## config.mk

```make
export PLATFORM = sky130hd
export DESIGN_NAME = uart_rx_fifo
export DESIGN_NICKNAME = d
export VERILOG_FILES = /design/src/rtl/uart_rx_fifo.sv
export SDC_FILE = /design/constraint.sdc
export NUM_CORES = 1
export LEC_CHECK = 0
export CORE_MARGIN = 2
export CORE_UTILIZATION = 30
export DETAILED_ROUTE_END_ITERATION = 8
export PLACE_DENSITY = 0.58
export SLEW_MARGIN = 25
export SYNTH_ARGS = -nofsm -noshare
export SYNTH_HDL_FRONTEND = slang
export SYNTH_SLANG_ARGS = --single-unit
```

## constraint.sdc

```tcl
create_clock -name clk -period 2.35 [get_ports clk]
set_input_delay 0.47 -clock clk [delete_from_list [all_inputs] [get_ports clk]]
set_output_delay 0.47 -clock clk [all_outputs]
set_load 0.005 [all_outputs]
```

## src/rtl/uart_rx_fifo.sv

```systemverilog
// Receive-side FWFT byte queue behind the UART receiver.
// Adds a sticky overrun flag, a fill-threshold interrupt and an idle timeout.
module uart_rx_fifo #(
  parameter int unsigned AW         = 4,
  parameter logic [15:0] TMO_CYCLES = 16'd5000
) (
  input  logic          clk,
  input  logic          rst,
  input  logic [7:0]    rx_data,
  input  logic          rx_stb,
  input  logic          rd_en,
  input  logic [AW:0]   thresh,
  input  logic          ovr_clr,
  output logic [7:0]    dout,
  output logic          empty,
  output logic          full,
  output logic [AW:0]   count,
  output logic          ovr,
  output logic          tmo,
  output logic          irq
);

  localparam logic [AW:0] DEPTH = {1'b1, {AW{1'b0}}};

  logic [7:0]    mem_q [2**AW];
  logic [AW-1:0] wr_ptr_q, wr_ptr_d;
  logic [AW-1:0] rd_ptr_q, rd_ptr_d;
  logic [AW:0]   count_q, count_d;
  logic          stb_q;
  logic          ovr_q, ovr_d;
  logic [15:0]   tmo_ctr_q, tmo_ctr_d;

  logic push, pop, wr_en, ovr_set;

  always_comb begin
    push    = rx_stb & ~stb_q;
    pop     = rd_en & ~empty;
    // A full queue still takes a byte when a pop frees a slot in the same cycle.
    wr_en   = push & (~full | pop);
    ovr_set = push & full & ~pop;

    wr_ptr_d = wr_en ? wr_ptr_q + AW'(1) : wr_ptr_q;
    rd_ptr_d = pop   ? rd_ptr_q + AW'(1) : rd_ptr_q;

    count_d = count_q;
    case ({wr_en, pop})
      2'b10:   count_d = count_q + (AW+1)'(1);
      2'b01:   count_d = count_q - (AW+1)'(1);
      default: count_d = count_q;
    endcase

    ovr_d = ovr_q;
    if (ovr_set)      ovr_d = 1'b1;
    else if (ovr_clr) ovr_d = 1'b0;

    tmo_ctr_d = tmo_ctr_q;
    if (push || pop || empty)       tmo_ctr_d = 16'd0;
    else if (tmo_ctr_q != TMO_CYCLES) tmo_ctr_d = tmo_ctr_q + 16'd1;
  end

  always_ff @(posedge clk or posedge rst) begin
    if (rst) begin
      wr_ptr_q  <= '0;
      rd_ptr_q  <= '0;
      count_q   <= '0;
      stb_q     <= 1'b0;
      ovr_q     <= 1'b0;
      tmo_ctr_q <= 16'd0;
    end else begin
      wr_ptr_q  <= wr_ptr_d;
      rd_ptr_q  <= rd_ptr_d;
      count_q   <= count_d;
      stb_q     <= rx_stb;
      ovr_q     <= ovr_d;
      tmo_ctr_q <= tmo_ctr_d;
    end
  end

  // Storage is deliberately left unreset; only the pointers define validity.
  always_ff @(posedge clk) begin
    if (wr_en) mem_q[wr_ptr_q] <= rx_data;
  end

  assign dout  = mem_q[rd_ptr_q];
  assign empty = (count_q == '0);
  assign full  = (count_q == DEPTH);
  assign count = count_q;
  assign ovr   = ovr_q;
  assign tmo   = (tmo_ctr_q == TMO_CYCLES);
  assign irq   = ((thresh != '0) && (count_q >= thresh)) || tmo;

endmodule

```

---- Yosys cells after proc, flatten, opt, wreduce, memory -nomap -nowiden ----
Memory sizes are Yosys's and may differ from the RTL's.
Cells that the tools add are included.
word-level totals
  register bits after elaboration ......... 31
  bits in writable memories ............... 128
  input port bits ......................... 18
  output and inout bits ................... 18
  word-level logic and storage cells ...... 44
  memories kept ........................... 1
memory list
  memory  words  width  rd ports  clocked after memory_dff  write ports  RTL line  text
  mem_q   16     8      1         0                         1            25        logic [7:0] mem_q [2**AW];
operators by class
  $add $sub $neg .......................... 5
  magnitude comparators ................... 1
  equal/unequal tests ..................... 5
  muxes and demuxes ....................... 7
  bitwise gates (word level) .............. 10
  reduce and logical (&&, ||, !) cells .... 9
operator list
  cell                   number
  $mux 16                2
  $add 16x1->16 const B  1
  $eq 16x13->1 const B   1
  $ne 16x13->1 const B   1
  $pmux 5 s2             1
  $add 4x1->4 const B    2
  $reduce_bool 2->1      3
  $add 5x1->5 const B    1
  $and 1x1->1            5
  $eq 5x5->1 const B     1
  $ge 5x5->1             1
  $logic_not 5->1        1
  $reduce_bool 5->1      1
  $sub 5x1->5 const B    1
  $mux 1                 4
  $not 1->1              4
  $logic_or 1x1->1       3
  $eq 2x1->1 const B     1
  $eq 2x2->1 const B     1
  $logic_and 1x1->1      1
  $or 1x1->1             1

---- Depth between registers and ports, before layout ----
Gate-level depths: netlist of the first run.
  word-level depth ........................ 7
  gate-level depth with buffers ........... 9
  gate-level depth less buffers ........... 8

---- Least setup slack after synthesis of the first run ----
No wires, ideal clock.
  kind .................................... register to output
  start point ............................. register rd_ptr_q[0]
  end point ............................... output dout[0]
  arrival ................................. 1.810 ns
  required time ........................... 1.880 ns
  setup slack ............................. 0.070 ns
  stages on the path, launching flop included .. 5
  path buffers ............................ 2
  path through ............................ dfrtp_1 -> buf_2 -> buf_2 -> mux4_2 -> mux4_2
between the ends
  cells in the longest elaborated chain, start to end .. 1
ends and longest elaborated chain
  what                    RTL line  text
  from (decl)             27        logic [AW-1:0] rd_ptr_q, rd_ptr_d;
  from (signal assigned)  71        rd_ptr_q <= rd_ptr_d;
  $mem_v2 16x8            -
  to (decl)               14        output logic [7:0] dout,
No other way between the ends.

---- Worst setup path in the final report of the first run ----
  start point ............................. register rd_ptr_q[0]
  end point ............................... output dout[5]
The elaborated chain is that of the path after synthesis.

==> summary.txt, run 1 <==
CTS buffer count -> 17
Final GP Congestion -> 0.772
Layout cells sized above 1 -> 34.4%
Cell Rows -> 54
Diode count -> 0
Flop pwr share -> 37.1%
Switching part of the total -> 29.5%
Placed Cells -> 742
Final nets -> 530
CTS tree -> yes
Layout area overhead -> 30.0%
CORE AREA -> 0.0220 sq mm
Hold Buf Count CTS -> 0
Largest cells by area after synthesis -> edfxtp_1, mux4_2, dfrtp_1
Synth Register Bits -> 159
Failing checks -> setup timing
Post-synth top flop -> edfxtp_1
First-pass GRT wire length -> 23,300 um
Switch Pwr -> 2.77 mW
Die area -> 0.0237 sq mm
Die width -> 154 um
Relative max-transition margin -> 61.0%
Largest net degree at the start of global routing -> 27
Via count -> 3,798
Worst Skew -> 0.0159 ns
Fill cells -> 1,953
Max Fclk -> 0.359 GHz
Unrepaired setup endpoints after global routing -> yes
Crit path DAT -> 2.32 ns
CP endpoint kind -> primary output
Syn Nets -> 420
Netlist cell types -> 45
Die H -> 154 um
Initial antenna violation count -> 0
Crit Path Class -> flip-flop to primary output
Tightest Hold Check Type -> primary input to asynchronous set/reset pin
Tot Pwr -> 9.36 mW
CTS root buffer -> clkbuf_16
Clock Latency Late Sink -> 0.43 ns
# IOs -> 36
DR WL/cell -> 18.8 um
Asr flop ratio synth -> 19.5%
DRC -> 0
PwrDens -> 1070 mW/mm^2
Routed wire length -> 14,900 um
Antenna-violating nets left -> 0
Placed Area -> 0.00792 sq mm
DRT Pass-1 Iters -> 4
Vias per cell -> 4.80
Max capacitance violation total -> 0
PortBufs -> 35
Netlist Area Pre-Place -> 0.00674 sq mm
Syn Inst Count -> 389
Worst Max-Slew Pin Slew -> 0.584 ns
Power Internal -> 6.60 mW
Iter 0 DRT Violations -> 216
Slew Limit Fails -> 0
Status -> complete, but fails checks
Worst vdd ir -> 0.549 mV
Final worst setup slack -> -0.436 ns
Pre-CTS WS -> -0.365 ns
CP Max Fanout -> 5
Post-synthesis sequential area ratio -> 68.5%
P_leak -> 3.15 nW
Hold Slack -> 0.264 ns
CTS clk-pin slew, worst paths -> 0.07 ns
Most common cell in the synthesized netlist -> edfxtp_1
H-tree lvl count -> 4
Layout Utilization -> 39.9%
Final Hold Vio Count -> 0
Mean Syn Cell Area -> 17.3 sq um
Clock Tree Buf Depth -> 2
Period Utilization, post-route -> 119%
Design area -> 0.00876 sq mm
YS warnings -> 0
Clock share of power -> 27.0%
Post-synth top area share -> 57.0%
Post-synth EDFFs -> 128
Setup crit start kind -> flip-flop
Final setup fails -> 8
Starting Density -> 30.7%
Vias in the first global route -> 4,021
Clock Sinks -> 159
Yosys top cell by area -> edfxtp_1
Gr usage total -> 13.4%
Post-DP HPWL -> 9270 um
Period minus WS final -> 2.79 ns
TNS Setup -> -3.09 ns
Post-synth top cells -> edfxtp_1, mux4_2, dfrtp_1
Req. time, crit path -> 1.88 ns
Gr ovfl total -> 0
Finished Layout Cells -> 792
Logic pwr share -> 35.9%
==> cell usage in the layout, fill, tap and decap left out, drive strengths merged, types with 11 or more instances in the layout <==
| master | synthesis | routed |
|---|---|---|
| edfxtp | 128 | 128 |
| buf | 7 | 79 |
| mux4 | 40 | 40 |
| dfrtp | 31 | 31 |
| clkdlybuf4s50 | 0 | 23 |
| inv | 19 | 23 |
| clkbuf | 8 | 20 |
| nor2 | 19 | 19 |
| and2 | 13 | 13 |
| ha | 13 | 13 |
| o21ai | 12 | 12 |
| nand4 | 11 | 11 |
==> layout make-up <==
cell class                      count  area [sq um]  share of cell area (%)
Sequential cell                   159          4620                    52.7
Multi-Input combinational cell    196          2080                    23.7
Timing Repair Buffer              106          1100                    12.6
Clock buffer                       18           429                    4.90
Tap cell                          280           350                    4.00
Clock inverter                     14           109                    1.24
Inverter                           19          73.8                   0.842
==> power by group through the flow <==
| stage | sequential [mW] | clock (mW) | combinational (mW) |
|---|---|---|---|
| floorplan | 3.47 | 0 | 1.67 |
| global placement | 3.53 | 0 | 2.88 |
| detailed placement | 3.54 | 0 | 2.93 |
| CTS | 3.48 | 2.58 | 3.28 |
| global route | 3.50 | 2.70 | 3.64 |
| finish | 3.47 | 2.52 | 3.36 |
==> per-layer routing <==
layer	global-route usage (%)	up-vias	routed length (um)
met5	0	-	0
met4	4.85	0	153
met3	3.30	11	775
met2	20.9	96	7170
met1	18.2	1930	6780
li1	-	1761	-
==> worst paths after layout <==
| path | startpoint | end | slack [ns] | cells after the start |
|---|---|---|---|---|
| min in group clk | ovr$_DFFE_PP0P_ | ovr$_DFFE_PP0P_ | 0.51 | 2 |
| setup / recovery | rd_ptr_q[0]$_DFFE_PP0P_ | dout[5] | -0.44 | 5 |
| setup reg to reg | count[3]$_DFFE_PP0P_ | count[4]$_DFFE_PP0P_ | 0.08 | 10 |
| max in group asynchronous | rst | rd_ptr_q[0]$_DFFE_PP0P_ | 1.45 | 3 |
| hold / removal | rst | stb_q$_DFF_PP0_ | 0.26 | 2 |
| hold reg to reg | ovr$_DFFE_PP0P_ | ovr$_DFFE_PP0P_ | 0.51 | 2 |
==> cells by family (layout without fill, tap and decap cells) <==
| group | after synthesis | in the layout | share of synthesized area (%) |
|---|---|---|---|
| XOR/XNOR | 14 | 14 | 1.82 |
| adder cells (fa/ha/maj) | 13 | 13 | 2.41 |
| multiplexers | 45 | 45 | 14.1 |
| flip-flops | 159 | 159 | 68.5 |
| AND/OR/NAND/NOR | 88 | 88 | 7.33 |
| buffers and inverters | 34 | 157 | 2.04 |
| AO/OA/AOI/OAI | 36 | 36 | 3.69 |
==> registers in the layout (all words and copies together), names as in the netlist <==
signal	cells
count	5
mem_q	128
ovr	1
rd_ptr_q	4
stb_q	1
tmo_ctr_q	16
wr_ptr_q	4
==> worst max-delay path, stage by stage (launching register included) <==
cell     delay (ns)
dfrtp_2        0.43
buf_6          0.15
buf_12         0.13
mux4_2         0.51
mux4_2         0.52
buf_6          0.14
==> what timing repair did <==
| item | 4_1_cts | 5_1_grt |
|---|---|---|
| gates cloned | 3 | 1 |
| setup endpoints to repair | 12 | 45 |
| gates resized for setup | 62 | 22 |
| buffers inserted | 15 | 3 |
| pin swaps | 5 | 9 |
Note: power is estimated with default switching activity, not from simulation.
==> run 2, diff against run 1 <==
--- a/config.mk
+++ b/config.mk
@@ -7,8 +7,10 @@
 export LEC_CHECK = 0
 export CORE_MARGIN = 2
 export CORE_UTILIZATION = 30
+export CTS_CLUSTER_SIZE = 8
 export DETAILED_ROUTE_END_ITERATION = 8
-export PLACE_DENSITY = 0.58
+export DONT_BUFFER_PORTS = 1
+export PLACE_DENSITY = 0.56
 export SLEW_MARGIN = 25
 export SYNTH_ARGS = -nofsm -noshare
 export SYNTH_HDL_FRONTEND = slang
==> summary.txt, run 2 (synthesis results as in run 1) <==
Diode count -> 0 (unchanged)
Final nets -> 447 (-16%)
Largest net degree at the start of global routing -> 32 (+19%)
Setup crit start kind -> flip-flop
Worst Skew -> 0.00981 ns (-0.00606 ns)
Most flops, register -> mem_q
Initial antenna violation count -> 0 (unchanged)
PortBufs -> 0 (-100%)
Hold Buf Count CTS -> 0 (unchanged)
Clock Tree Buf Depth -> 2 (unchanged)
Final setup fails -> 8 (unchanged)
Gr usage total -> 12.7% (-0.69 points)
Unrepaired setup endpoints after global routing -> yes
Crit Path Class -> flip-flop to primary output
H-tree lvl count -> 4 (unchanged)
Vias per cell -> 5.07 (+5.6%)
Post-DP HPWL -> 8910 um (-3.9%)
Max Fclk -> 0.387 GHz (+7.9%)
Req. time, crit path -> 1.88 ns (about the same)
Multi-input logic area -> 0.00203 sq mm (-2.3%)
TNS Setup -> -1.75 ns (+1.34 ns)
R2R setup slack -> 0.13 ns (+0.05 ns)
Gr ovfl total -> 0 (unchanged)
CTS buffer count -> 17 (unchanged)
DR WL/cell -> 20.2 um (+7.7%)
Die H -> 154 um (unchanged)
Crit path DAT -> 2.11 ns (-0.21 ns)
FF+latch area -> 0.00462 sq mm (unchanged)
Routed wire length -> 14,300 um (-3.6%)
# IOs -> 36 (unchanged)
Commonest non-fill, non-tap cells in the layout -> edfxtp_1, mux4_2, dfrtp_1
Tot Pwr -> 8.58 mW (-8.3%)
Status -> complete, but fails checks
Die width -> 154 um (unchanged)
P_leak -> 2.69 nW (-15%)
Layout cells sized above 1 -> 26.1% (-8.3 points)
Max FFs per register -> 128 (unchanged)
Grt met1 use -> 16.3% (-1.9 points)
CP endpoint kind -> primary output
Failing checks -> setup timing
First-pass GRT wire length -> 22,100 um (-4.8%)
Final worst setup slack -> -0.233 ns (+0.203 ns)
Tightest Hold Check Type -> primary input to asynchronous set/reset pin
Via count -> 3,592 (-5.4%)
R2r startpoint -> count[0]$_DFFE_PP0P_
Layout area overhead -> 16.7%
Placed Cells -> 671 (-9.6%)
Starting Density -> 30.7% (unchanged)
Relative max-transition margin -> 44.7% (-16 points)
Max capacitance violation total -> 0 (unchanged)
Met2 GRT Util -> 21.2% (+0.30 points)
CP Max Fanout -> 11 (+6)
Design area -> 0.00786 sq mm (-10%)
Placed Area -> 0.00718 sq mm (-9.4%)
CTS clk-pin slew, worst paths -> 0.07 ns (about the same)
Cell Rows -> 54 (unchanged)
Antenna-violating nets left -> 0 (unchanged)
Period minus WS final -> 2.58 ns (-0.203 ns)
Worst vdd ir -> 0.481 mV (-12%)
Final GP Congestion -> 0.803 (+4.0%)
Commonest non-fill, non-tap cell in the layout -> edfxtp_1
Fill cells -> 2,030 (+3.9%)
Iter 0 DRT Violations -> 229 (+6.0%)
CTS root buffer -> clkbuf_16
Vias in the first global route -> 3,760 (-6.5%)
DRC -> 0 (unchanged)
Most Crowded Layer GR -> met2
Worst Max-Slew Pin Slew -> 0.826 ns (+0.242 ns)
Die area -> 0.0237 sq mm (unchanged)
CP startpoint -> rd_ptr_q[0]$_DFFE_PP0P_
CORE AREA -> 0.0220 sq mm (unchanged)
Slew Limit Fails -> 0 (unchanged)
Clock Sinks -> 159 (unchanged)
CTS tree -> yes
Final Hold Vio Count -> 0 (unchanged)
Clock Latency Late Sink -> 0.43 ns (about the same)
M3 GR Usage -> 3.49% (+0.20 points)
Period Utilization, post-route -> 110% (-8.6 points)
Finished Layout Cells -> 709 (-10%)
PwrDens -> 1090 mW/mm^2 (+2.2%)
DRT Pass-1 Iters -> 6 (+2)
run 2: cell types whose count changed in the layout (fill, tap and decap cells not counted), sizes merged, moves of 2 or more:
cell,change
buf,-56
clkinvlp,-2
clkbuf,-2
inv,+3
clkdlybuf4s50,-23
clkinv,-2
run 2: worst max-delay path, stage by stage (launching register included):
cell and delay [ns]:
dfrtp_2 0.44, buf_8 0.19, mux4_2 0.53, mux4_2 0.52
run 2: final timing paths:
path                                                end  cells past startpoint
worst max-delay path                            dout[3]                      3
min in group clk                        stb_q$_DFF_PP0_                      0
worst min register to register  rd_ptr_q[2]$_DFFE_PP0P_                      1
worst min-delay path                    ovr$_DFFE_PP0P_                      2
max in group asynchronous       rd_ptr_q[0]$_DFFE_PP0P_                      2
worst max register to register     count[4]$_DFFE_PP0P_                      9
run 2: per-stage QoR:
step / hold WS, ns / setup WS [ns] / util (%)
2_1_floorplan: 0.474 / 0.0699 / -
3_3_place_gp: 0.456 / 0.150 / 32.7
3_5_place_dp: 0.474 / 0.111 / 32.7
4_1_cts: 0.0248 / -0.296 / 35.5
5_1_grt: 0.0489 / -0.297 / 35.8
6_report: 0.0148 / -0.233 / 35.8
run 2: layout make-up:
type / instances / area share [%]
multi-input combinational: 196 / 25.8
clock inverter: 14 / 1.61
timing repair buffer: 23 / 2.91
clock buffer: 18 / 5.46
sequential: 159 / 58.8
tap: 280 / 4.46
inverter: 19 / 0.939
run 2: per-layer routing:
metal,vias up,wire length [um]
met2,72,7130
met3,15,491
met4,0,207
met1,1909,6520
met5,-,0
li1,1596,-
run 2: report_power, final:
part           switching [mW]  internal, mW
clock network            1.16          1.47
logic                    1.18          1.29
registers               0.193          3.29
run 2: timing repair:
action,4_1_cts,5_1_grt
endpoints found under the setup margin,10,53
gates cloned,1,0
pin swaps,1,4
setup buffers,3,3
gates resized for setup,6,17
==> run 3, diff against run 2 <==
--- a/config.mk
+++ b/config.mk
@@ -5,6 +5,7 @@
 export SDC_FILE = /design/constraint.sdc
 export NUM_CORES = 1
 export LEC_CHECK = 0
+export CAP_MARGIN = 20
 export CORE_MARGIN = 2
 export CORE_UTILIZATION = 30
 export CTS_CLUSTER_SIZE = 8
==> results of run 3 <==
Final layout, timing and power as in run 2 (identical DEF).
